$ cat src/rtl/mm_stream_pkg.sv
// Shared types and header field helpers for the matrix-multiplier stream arbiter.
// Latency: n/a (types and pure functions only).
// Backpressure: n/a.
package mm_stream_pkg;

    localparam logic [15:0] HDR_TAG_DEFAULT = 16'hFF00;

    typedef enum logic [1:0] {
        HOLDOFF = 2'd0,
        IDLE    = 2'd1,
        PASS    = 2'd2
    } arb_state_e;

    // Upper half of a header beat carries the fixed tag.
    function automatic logic [15:0] hdr_tag(input logic [31:0] beat);
        return beat[31:16];
    endfunction

    // Lower half of a header beat carries the payload byte count.
    function automatic logic [15:0] hdr_bytes(input logic [31:0] beat);
        return beat[15:0];
    endfunction

endpackage

$ cat src/rtl/mm_pkt_len_checker.sv
// Counts transferred beats per packet and compares against the header byte count; raises sticky err_o.
// Latency: error visible the cycle after the offending beat transfers.
// Backpressure: observe-only, never stalls the stream.
module mm_pkt_len_checker
    import mm_stream_pkg::*;
(
    input  logic        clk,
    input  logic        rst_n,
    input  logic        beat_vld_i,
    input  logic        beat_last_i,
    input  logic [31:0] beat_dat_i,
    output logic        err_o
);

    localparam logic [14:0] CNT_SAT = 15'h7FFE;

    logic [14:0] beat_cnt_q, beat_cnt_d;
    logic [14:0] exp_q, exp_d;
    logic        err_q, err_d;

    logic        is_hdr;
    logic [15:0] bytes;
    logic [14:0] exp_now;
    logic [14:0] beat_num;

    assign is_hdr   = (beat_cnt_q == 15'd0);
    assign bytes    = hdr_bytes(beat_dat_i);
    // Header itself is beat 1, so a packet of N payload words is N+1 beats long.
    assign exp_now  = is_hdr ? (15'(bytes[15:2]) + 15'd1) : exp_q;
    assign beat_num = beat_cnt_q + 15'd1;
    assign err_o    = err_q;

    // Next-state: track beat position, latch expected length on the header, flag disagreements.
    always_comb begin
        beat_cnt_d = beat_cnt_q;
        exp_d      = exp_q;
        err_d      = err_q;
        if (beat_vld_i) begin
            if (is_hdr) begin
                exp_d = exp_now;
                if (bytes[1:0] != 2'b00) begin
                    err_d = 1'b1;
                end
            end
            if (beat_last_i && (beat_num < exp_now)) begin
                err_d = 1'b1;
            end
            if (!beat_last_i && (beat_num == exp_now)) begin
                err_d = 1'b1;
            end
            // Saturate so an overlong packet cannot wrap back to "header".
            if (beat_last_i) begin
                beat_cnt_d = 15'd0;
            end else if (beat_cnt_q != CNT_SAT) begin
                beat_cnt_d = beat_cnt_q + 15'd1;
            end
        end
    end

    // State registers.
    always_ff @(posedge clk or negedge rst_n) begin
        if (!rst_n) begin
            beat_cnt_q <= 15'd0;
            exp_q      <= 15'd0;
            err_q      <= 1'b0;
        end else begin
            beat_cnt_q <= beat_cnt_d;
            exp_q      <= exp_d;
            err_q      <= err_d;
        end
    end

endmodule

$ cat src/rtl/mm_stream_arbiter.sv
// Packet-atomic round-robin arbiter of two AXI-Stream sources onto the multiplier input; optional length check under MM_ARB_LEN_CHECK_EN.
// Latency: zero-cycle pass-through while granted; one idle bubble per packet for arbitration.
// Backpressure: m_TREADY is routed to the granted source only; the other source sees TREADY=0.
module mm_stream_arbiter
    import mm_stream_pkg::*;
#(
    parameter int          DATA_W      = 32,
    parameter int          START_DELAY = 20000,
    parameter logic [15:0] HDR_TAG     = HDR_TAG_DEFAULT,
    parameter int          PKT_CNT_W   = 16
) (
    input  logic                 clk,
    input  logic                 reset_n,
    input  logic [DATA_W-1:0]    s0_TDATA,
    input  logic                 s0_TVALID,
    input  logic                 s0_TLAST,
    output logic                 s0_TREADY,
    input  logic [DATA_W-1:0]    s1_TDATA,
    input  logic                 s1_TVALID,
    input  logic                 s1_TLAST,
    output logic                 s1_TREADY,
    output logic [DATA_W-1:0]    m_TDATA,
    output logic                 m_TVALID,
    output logic                 m_TLAST,
    input  logic                 m_TREADY,
    output logic                 grant_id,
    output logic                 busy,
    output logic                 err_hdr,
    output logic                 err_len,
    output logic [PKT_CNT_W-1:0] pkt_count
);

    localparam int               HOLD_W      = (START_DELAY > 1) ? $clog2(START_DELAY) : 1;
    localparam logic [HOLD_W-1:0] HOLD_LAST  = HOLD_W'((START_DELAY > 0) ? START_DELAY - 1 : 0);
    localparam arb_state_e       RESET_STATE = (START_DELAY == 0) ? IDLE : HOLDOFF;

    arb_state_e           state_q, state_d;
    logic [HOLD_W-1:0]    hold_cnt_q, hold_cnt_d;
    logic                 grant_q, grant_d;
    logic                 last_q, last_d;      // last source that completed a packet
    logic                 hdr_q, hdr_d;        // next transferred beat is a header
    logic                 err_hdr_q, err_hdr_d;
    logic [PKT_CNT_W-1:0] pkt_cnt_q, pkt_cnt_d;

    logic                 in_pass;
    logic                 xfer;

    assign in_pass   = (state_q == PASS);
    assign xfer      = m_TVALID & m_TREADY;
    assign grant_id  = grant_q;
    assign busy      = in_pass;
    assign err_hdr   = err_hdr_q;
    assign pkt_count = pkt_cnt_q;

    // Pass-through mux: only the granted source is visible, everything is zero outside PASS.
    always_comb begin
        m_TVALID  = 1'b0;
        m_TLAST   = 1'b0;
        m_TDATA   = '0;
        s0_TREADY = 1'b0;
        s1_TREADY = 1'b0;
        if (in_pass) begin
            if (grant_q) begin
                m_TVALID  = s1_TVALID;
                m_TLAST   = s1_TLAST;
                m_TDATA   = s1_TDATA;
                s1_TREADY = m_TREADY;
            end else begin
                m_TVALID  = s0_TVALID;
                m_TLAST   = s0_TLAST;
                m_TDATA   = s0_TDATA;
                s0_TREADY = m_TREADY;
            end
        end
    end

    // Next-state: startup holdoff, round-robin grant in IDLE, header check and packet completion in PASS.
    always_comb begin
        state_d    = state_q;
        hold_cnt_d = hold_cnt_q;
        grant_d    = grant_q;
        last_d     = last_q;
        hdr_d      = hdr_q;
        err_hdr_d  = err_hdr_q;
        pkt_cnt_d  = pkt_cnt_q;
        case (state_q)
            HOLDOFF: begin
                if (hold_cnt_q == HOLD_LAST) begin
                    state_d = IDLE;
                end else begin
                    hold_cnt_d = hold_cnt_q + HOLD_W'(1);
                end
            end
            IDLE: begin
                if (s0_TVALID || s1_TVALID) begin
                    // Contention goes to whoever did not finish the previous packet.
                    grant_d = (s0_TVALID && s1_TVALID) ? ~last_q : s1_TVALID;
                    hdr_d   = 1'b1;
                    state_d = PASS;
                end
            end
            PASS: begin
                if (xfer) begin
                    hdr_d = 1'b0;
                    if (hdr_q && (hdr_tag(m_TDATA[31:0]) != HDR_TAG)) begin
                        err_hdr_d = 1'b1;
                    end
                    if (m_TLAST) begin
                        pkt_cnt_d = pkt_cnt_q + PKT_CNT_W'(1);
                        last_d    = grant_q;
                        state_d   = IDLE;
                    end
                end
            end
            default: begin
                state_d = RESET_STATE;
            end
        endcase
    end

    // State registers; last_q starts at 1 so source 0 wins the first contention.
    always_ff @(posedge clk or negedge reset_n) begin
        if (!reset_n) begin
            state_q    <= RESET_STATE;
            hold_cnt_q <= '0;
            grant_q    <= 1'b0;
            last_q     <= 1'b1;
            hdr_q      <= 1'b1;
            err_hdr_q  <= 1'b0;
            pkt_cnt_q  <= '0;
        end else begin
            state_q    <= state_d;
            hold_cnt_q <= hold_cnt_d;
            grant_q    <= grant_d;
            last_q     <= last_d;
            hdr_q      <= hdr_d;
            err_hdr_q  <= err_hdr_d;
            pkt_cnt_q  <= pkt_cnt_d;
        end
    end

`ifdef MM_ARB_LEN_CHECK_EN
    mm_pkt_len_checker u_len_chk (
        .clk         (clk),
        .rst_n       (reset_n),
        .beat_vld_i  (xfer),
        .beat_last_i (m_TLAST),
        .beat_dat_i  (m_TDATA[31:0]),
        .err_o       (err_len)
    );
`else
    assign err_len = 1'b0;
`endif

endmodule

$ cat config.mk
export PLATFORM = sky130hd
export DESIGN_NAME = mm_stream_arbiter
export DESIGN_NICKNAME = d
export VERILOG_FILES = /design/src/rtl/mm_stream_pkg.sv /design/src/rtl/mm_pkt_len_checker.sv /design/src/rtl/mm_stream_arbiter.sv
export SDC_FILE = /design/constraint.sdc
export NUM_CORES = 1
export LEC_CHECK = 0
export CAP_MARGIN = 5
export CORE_MARGIN = 2
export CORE_UTILIZATION = 40
export CTS_BUF_LIST = sky130_fd_sc_hd__clkbuf_4 sky130_fd_sc_hd__clkbuf_8
export DETAILED_ROUTE_END_ITERATION = 10
export PLACE_DENSITY = 0.81
export SYNTH_ARGS = -nofsm -noshare
export SYNTH_HDL_FRONTEND = slang
export SYNTH_SLANG_ARGS = --single-unit
$ cat constraint.sdc
create_clock -name clk -period 2.19 [get_ports clk]
set_input_delay 0.5475 -clock clk [delete_from_list [all_inputs] [get_ports clk]]
set_output_delay 0.5475 -clock clk [all_outputs]
set_load 0.01 [all_outputs]
* After elaboration in Yosys (flattened, before gate mapping)
Cells that the tools add are included.
** Operators by class
- Bitwise logic cells :: 3
- Equal/unequal tests :: 8
- Mux-type cells :: 19
- Reductions and logical operators :: 11
- $add $sub $neg :: 2
** Operator list (number)
- 32-bit 2-to-1 mux :: 2
- 16-bit by 1-bit adder with 16-bit output, second input constant :: 1
- 16-bit inequality test, second input constant :: 1
- 15-bit by 1-bit adder with 15-bit output, second input constant :: 1
- 15-bit == test, second input constant :: 1
- 1-bit 2-to-1 mux :: 11
- 3-bit AND reduction :: 3
- 2-bit 2-to-1 mux :: 4
- 2-bit inequality test, second input constant :: 3
- 2-bit one-hot mux with 3 select lines :: 1
- 2-bit AND reduction :: 2
- 4-bit AND reduction :: 1
- 2-bit by 1-bit == test with 1-bit output, second input constant :: 1
- 2-bit == test, second input constant :: 1
- 1-bit logical AND :: 2
- 2-bit zero test :: 1
- 2-bit by 1-bit inequality test with 1-bit output, second input constant :: 1
- 1-bit inverter :: 2
- 1-bit one-hot mux with 2 select lines :: 1
- 2-bit nonzero test :: 1
- 1-bit AND :: 1
- 1-bit logical OR :: 1
** Storage, ports and cells
- Input port bits :: 71
- Output and inout bits :: 56
- Word-level logic and storage cells :: 50
- Register bits :: 37

* Logic depth before layout (Yosys ltp)
Gate-level depths: netlist of the first run.
- Depth in word-level cells :: 5
- Depth in mapped cells :: 7
- Gate-level depth less buffers :: 5

* Worst setup path after synthesis of the first run
No wires, ideal clock.
- Path type :: reg2out
- From :: register grant_q (netlist: grant_id)
- To :: output m_TDATA[10]
- Path buffers :: 3
- Data required time :: 1.642 ns
- Data arrival time :: 1.432 ns
- Slack :: 0.211 ns
- Cell stages (with the launch flop) :: 6
- Cells stage by stage :: dfrtp_1 > buf_6 > buf_6 > clkbuf_1 > mux2i_1 > nor2_1
** On the way
- Word-level cells in the longest chain between the ends :: 2
** Ends and longest elaborated chain
- from (decl) :: RTL line mm_stream_arbiter.sv:39 : logic grant_q, grant_d;
- from (signal assigned) :: RTL line mm_stream_arbiter.sv:134 : grant_q <= grant_d;
- 32-bit 2-to-1 mux :: RTL line mm_stream_arbiter.sv:63 : if (grant_q) begin
- 32-bit 2-to-1 mux :: RTL line mm_stream_arbiter.sv:62 : if (in_pass) begin
- to (decl) :: RTL line mm_stream_arbiter.sv:22 : output logic [DATA_W-1:0] m_TDATA,
Every way passes these cells.

* Worst setup path in the final report of the first run
- From :: register state_q[0]
- To :: output busy
** On the way
- Word-level cells in the longest chain between the ends :: 1
** Ends and longest elaborated chain
- from (decl) :: RTL line mm_stream_arbiter.sv:37 : arb_state_e state_q, state_d;
- from (signal assigned) :: RTL line mm_stream_arbiter.sv:132 : state_q <= state_d;
- 2-bit == test :: RTL line mm_stream_arbiter.sv:48 : assign in_pass = (state_q == PASS);
- to (decl) :: RTL line mm_stream_arbiter.sv:27 : output logic busy,
Every way passes these cells.

==> impl_metrics.env, run 1 <==
export IMPL_status="complete, no violations"
export IMPL_portBuffers=125
export IMPL_grt_overflow=0
export IMPL_cp_max_fo=3
export IMPL_synthXorXnorAreaFrac_pct=10.9
export IMPL_num_antenna_cells=0
export IMPL_p_leak_nw=1.76
export IMPL_r2r_setup_slack_ns=0.29
export IMPL_synth_enable_flop_cells=0
export IMPL_synth_compound_area_share_pct=2.73
export IMPL_hold_viol_final=0
export IMPL_clk_latency_ns=0.29
export IMPL_grt_max_degree=34
export IMPL_period_share_pct=96.3
export IMPL_num_vias=2175
export IMPL_pin_count=127
export IMPL_critPathKind="register to primary output"
export IMPL_multi_input_area_um2=1240
export IMPL_synthSimpleGateAreaFrac_pct=24.4
export IMPL_yosysWarnings=0
export IMPL_hold_buffers=0
export IMPL_worstRegToRegCells=7
export IMPL_slew_viol_final=0
export IMPL_dpl_worst_slack_ns=-0.179
export IMPL_hold_class="register to register"
export IMPL_crit_start="state_q[0]"
export IMPL_cp_end_kind="primary output"
export IMPL_cts_clk_slew_worst_paths_ns=0.07
export IMPL_regToRegStartpoint="grant_id"
export IMPL_die_h_um=78.9
export IMPL_clockBufferDepth=2
export IMPL_synthAdderAreaFrac_pct=1.12
export IMPL_first_pass_iters=4
export IMPL_synth_top_family_by_area="simple AND/OR/NAND/NOR gates"
export IMPL_netlist_instances=233
export IMPL_design_core_area_um2=5470
export IMPL_worst_ep_arrival_time_ns=1.56
export IMPL_synth_mux_area_share_pct=15.7
export IMPL_syn_num_nets=306
export IMPL_grt_pass1_wl_um=10500
export IMPL_cts_buffers=5
export IMPL_finalWirelength_um=6610
export IMPL_rr_endpoint="pkt_count[8]"
export IMPL_avgSynthCellArea_um2=9.63
export IMPL_postPlaceCellArea_um2=3730
export IMPL_ff_latch_area_um2=930
export IMPL_viasPerCell=4.82
export IMPL_dp_hpwl_um=5340
export IMPL_endpoint="busy"
export IMPL_yosys_area_top_type_share_pct=39.0
export IMPL_synthToLayoutAreaGrowth_pct=68.5
export IMPL_wl_per_cell_um=14.7
export IMPL_ys_seq_area_share_pct=41.4
export IMPL_yosysUniqueCellTypes=40
export IMPL_dieWidth_um=78.9
export IMPL_power_density_nw_per_um2=355
export IMPL_cts_tree="done"
export IMPL_rsz0062_at_grt="no"
export IMPL_nets=452
export IMPL_htree_levels=2
export IMPL_start_util_pct=41.0
export IMPL_skew_ns=0.00450
export IMPL_gp_congestion=0.792
export IMPL_startpoint_type="register"
export IMPL_yosys_top_cells_area="dfrtp_1, mux2i_1, nor2_1, xnor2_1, xor2_1"
export IMPL_syn_cell_area_um2=2240
export IMPL_cts_setup_buffers=0
export IMPL_async_flop_share_pct=100
export IMPL_layout_min_cycle_time_ns=2.11
export IMPL_ir_worst_vdd_mv=0.320
export IMPL_grt_antenna_before_repair=0
export IMPL_fin_ws_ns=0.0802
export IMPL_drive_above_1_share_pct=10.8
export IMPL_yosysTopAreaCell="dfrtp_1"
export IMPL_fillCellCount=487
export IMPL_setup_violations_final=0
export IMPL_fin_area_um2=3780
export IMPL_grtUsageTotal_pct=21.7
export IMPL_clock_sinks=37
export IMPL_die_area_um2=6220
export IMPL_rows=27
export IMPL_route_detailed_drc=0
export IMPL_clockRootBuffer="clkbuf_8"
export IMPL_synth_flop_cell="dfrtp_1"
export IMPL_max_cap_viol_count=0
export IMPL_grt_pass1_vias=2205
export IMPL_ys_seq_elements=37
export IMPL_critPathRequiredTime_ns=1.64
export IMPL_clock_fmax_mhz=474
export IMPL_antenna_left=0
export IMPL_drt_iter0_drc=72
-- metrics by stage --
stage	total power [W]	std cells	setup TNS (ns)	util, %	hold slack (ns)
floorplan	0.000720	233	0	-	0.252
global placement	0.000870	444	-3.44	68.2	0.454
detailed placement	0.000873	444	-4.00	68.2	0.457
CTS	0.00135	451	0	69.1	0.469
global route	0.00140	451	0	69.1	0.478
finish	0.00134	451	0	69.1	0.463
-- how the worst min path moves through the flow --
stage / from / slack [ns] / to / depth (start not counted)
6_report: pkt_count[15] / 0.46 / pkt_count[15] / 1
4_1_cts: hold_cnt_q[14] / 0.47 / hold_cnt_q[14] / 1
5_1_grt: pkt_count[15] / 0.48 / pkt_count[15] / 1
3_3_place_gp: hold_cnt_q[14] / 0.45 / hold_cnt_q[14] / 1
2_1_floorplan: reset_n / 0.25 / err_hdr / 0
3_5_place_dp: hold_cnt_q[14] / 0.46 / hold_cnt_q[14] / 1
-- state kept, by name, summed over array words and instances, names as in the netlist --
name,flops
last_q,1
pkt_count,16
hold_cnt_q,15
state_q,2
hdr_q,1
grant_id,1
err_hdr,1
-- cell usage after synthesis (2+ instances only) --
library cell  number
nor2_1            48
dfrtp_1           35
mux2i_1           34
xnor2_1           19
nand2_1           14
nand3_1           14
xor2_1             9
and3_1             7
nand4_1            6
a21oi_1            5
buf_4              4
inv_1              3
and4_1             2
buf_2              2
buf_6              2
dfstp_2            2
ha_1               2
nor4_1             2
or3_1              2
-- layout by cell type (no fill, tap or decap), types with 7 or more instances in the layout --
cell type        instances
nand2_1                 14
and3_1                   7
mux2i_1                 34
nor2_1                  48
xor2_1                   9
xnor2_1                 19
clkdlybuf4s50_1         89
dlygate4sd2_1           36
buf_4                   21
dfrtp_1                 34
nand3_1                 14
-- what timing repair did --
item	CTS	global route
resized for setup	37	0
setup endpoints to repair	36	0
hold endpoints to repair	0	0
-- logic make-up after synthesis --
logic type | after synthesis
simple gates | 107
mux | 35
other cells | 1
xor+xnor | 28
compound gates | 10
buf+inv | 13
fa+ha+maj | 2
flops | 37
-- report_power, final --
| part | total [W] | internal [W] | switching [W] |
|---|---|---|---|
| Sequential | 0.000683 | 0.000683 | 0 |
| Combinational | 0.000176 | 0.000130 | 0.0000464 |
| Clock | 0.000483 | 0.000262 | 0.000221 |
-- metal layers --
metal	vias up	global-route usage (%)	routed length, um
li1	1087	-	-
met5	-	0	0
met4	0	5.86	118
met3	11	5.57	399
met2	62	38.7	3420
met1	1015	26.1	2680
-- critical path, stage by stage, from the launching register on --
cell	delay, ns
dfrtp_1	0.38
nand2b_2	0.22
inv_1	0.12
clkdlybuf4s50_1	0.57
-- layout make-up --
class / instances / share of cell area (%)
clock buffer: 7 / 2.38
inverter: 3 / 0.298
timing repair buffer: 149 / 37.7
multi-input combinational: 183 / 32.7
tap: 72 / 2.38
sequential: 37 / 24.6
Note: power is estimated with default switching activity, not from simulation.
==> inputs of run 2 (changes only) <==
CORE_UTILIZATION = 23   (was 40)
PLACE_DENSITY = 0.51   (was 0.81)
==> run 2 against run 1 <==
Sequential power hardly changed. Clock skew up 0.0047 ns. First-iteration DRC count decreased by 39%. Count of clock-buffer cells in the layout is 2 lower.
==> impl_metrics.env, run 2 (synthesis results as in run 1) <==
export IMPL_ff_latch_area_um2=930
export IMPL_final_cell_mix="clkdlybuf4s50_1, nor2_1, dlygate4sd2_1, mux2i_1, dfrtp_1"
export IMPL_num_vias=2179
export IMPL_grt_overflow=0
export IMPL_critPathKind="register to primary output"
export IMPL_wl_per_cell_um=12.8
export IMPL_fin_ws_ns=0.0760
export IMPL_power_density_nw_per_um2=376
export IMPL_period_share_pct=96.5
export IMPL_grt_pass1_vias=2172
export IMPL_grt_pass1_wl_um=10800
export IMPL_grt_antenna_before_repair=0
export IMPL_htree_levels=2
export IMPL_gp_congestion=0.772
export IMPL_cts_clk_slew_worst_paths_ns=0.08
export IMPL_skew_ns=0.00918
export IMPL_layout_min_cycle_time_ns=2.11
export IMPL_p_seq_share_pct=47.0
export IMPL_hold_buffers=0
export IMPL_max_cap_viol_count=0
export IMPL_fin_cells=512
export IMPL_clk_latency_ns=0.29
export IMPL_crit_path_top_delay_cell="dfrtp_1"
export IMPL_startpoint_type="register"
export IMPL_cp_end_kind="primary output"
export IMPL_slew_viol_final=0
export IMPL_multi_input_area_um2=1230
export IMPL_critPathRequiredTime_ns=1.64
export IMPL_worst_ep_arrival_time_ns=1.57
export IMPL_cp_slowest_stage_delay_ns=0.38
export IMPL_fillCellCount=1029
export IMPL_first_pass_iters=3
export IMPL_worstRegToRegCells=7
export IMPL_setup_violations_final=0
export IMPL_cts_tree="done"
export IMPL_intPower_w=0.00115
export IMPL_largest_reg_flops=16
export IMPL_cts_buffers=5
export IMPL_dpl_worst_slack_ns=-0.154
export IMPL_portBuffers=125
export IMPL_clock_sinks=37
export IMPL_antenna_left=0
export IMPL_route_detailed_drc=0
export IMPL_switching_share_pct=20.9
export IMPL_r2r_setup_slack_ns=0.30
export IMPL_post_route_util_pct=40.1
export IMPL_power_switching_w=0.000304
export IMPL_start_util_pct=23.3
export IMPL_num_antenna_cells=0
export IMPL_drive_above_1_share_pct=10.8
export IMPL_finalWirelength_um=6580
export IMPL_die_area_um2=10600
export IMPL_clock_fmax_mhz=473
export IMPL_place_inst=504
export IMPL_design_core_area_um2=9640
export IMPL_p_leak_nw=1.77
export IMPL_rsz0062_at_grt="yes"
export IMPL_drt_iter0_drc=44
export IMPL_final_common_cell="clkdlybuf4s50_1"
export IMPL_dp_hpwl_um=5390
export IMPL_ir_worst_vdd_mv=0.250
export IMPL_clockRootBuffer="clkbuf_8"
export IMPL_pwr_share_clk_pct=41.3
export IMPL_cts_setup_buffers=0
export IMPL_dieWidth_um=103
export IMPL_path_cells="nand2b_1 > buf_4 > nor2_1 > dlygate4sd2_1"
export IMPL_clockBufferDepth=2
export IMPL_hold_viol_final=0
export IMPL_rr_endpoint="err_hdr"
export IMPL_crit_start="state_q[0]"
export IMPL_synthToLayoutAreaGrowth_pct=72.1
export IMPL_grtUsageTotal_pct=13.2
export IMPL_die_h_um=103
export IMPL_rows=36
export IMPL_viasPerCell=4.26
export IMPL_status="complete, no violations"
export IMPL_tns_ns=0
export IMPL_cp_max_fo=17
export IMPL_p_comb_share_pct=11.7
export IMPL_regToRegStartpoint="grant_id"
export IMPL_total_power_w=0.00145
export IMPL_pin_count=127
export IMPL_nets=451
export IMPL_grt_max_degree=21
export IMPL_endpoint="m_TDATA[17]"
export IMPL_hold_class="primary input to asynchronous set/reset pin"
[run 2: how the worst min path moves through the flow]
stage	to	depth (start not counted)
after floorplan	err_hdr	0
final	pkt_count[14]	1
after global routing	pkt_count[14]	1
after detailed placement	pkt_count[12]	1
after CTS	pkt_count[14]	1
after global placement	pkt_count[12]	1
[run 2: per-layer routing]
| layer | global-route usage, % | wire, um |
|---|---|---|
| met2 | 21.8 | 3190 |
| met1 | 16.3 | 2860 |
| met4 | 5.77 | 214 |
| met5 | 0 | 0 |
| met3 | 3.25 | 317 |
[run 2: timing repair]
action | CTS | global route
resized for setup | 37 | 1
endpoints found under the setup margin | 36 | 4
endpoints found under the hold margin | 0 | 0
[run 2: area by class of cell]
class	instances	area share, %
Timing Repair Buffer	148	36.4
Multi-Input combinational cell	183	32.0
Tap cell	133	4.31
Inverter	3	0.292
Sequential cell	37	24.1
Clock inverter	3	1.20
Clock buffer	5	1.78
[run 2: power groups by stage]
| stage | Sequential [W] | Clock [W] | Combinational [W] |
|---|---|---|---|
| 6_report | 0.000683 | 0.000600 | 0.000170 |
| 5_1_grt | 0.000683 | 0.000657 | 0.000185 |
| 4_1_cts | 0.000683 | 0.000622 | 0.000173 |
| 3_5_place_dp | 0.000696 | 0 | 0.000172 |
| 3_3_place_gp | 0.000696 | 0 | 0.000169 |
| 2_1_floorplan | 0.000696 | 0 | 0.0000234 |
[run 2: stage by stage]
step	instance area, um^2	hold slack (ns)
floorplan	2240	0.252
global placement	3780	0.449
detailed placement	3780	0.451
CTS	3860	0.125
global route	3860	0.124
finish	3860	0.119
[run 2: critical path, delay by kind of cell (launching register included)]
family | cells | cell delay [ns]
flops | 1 | 0.38
simple gates | 2 | 0.39
buf+inv | 2 | 0.52
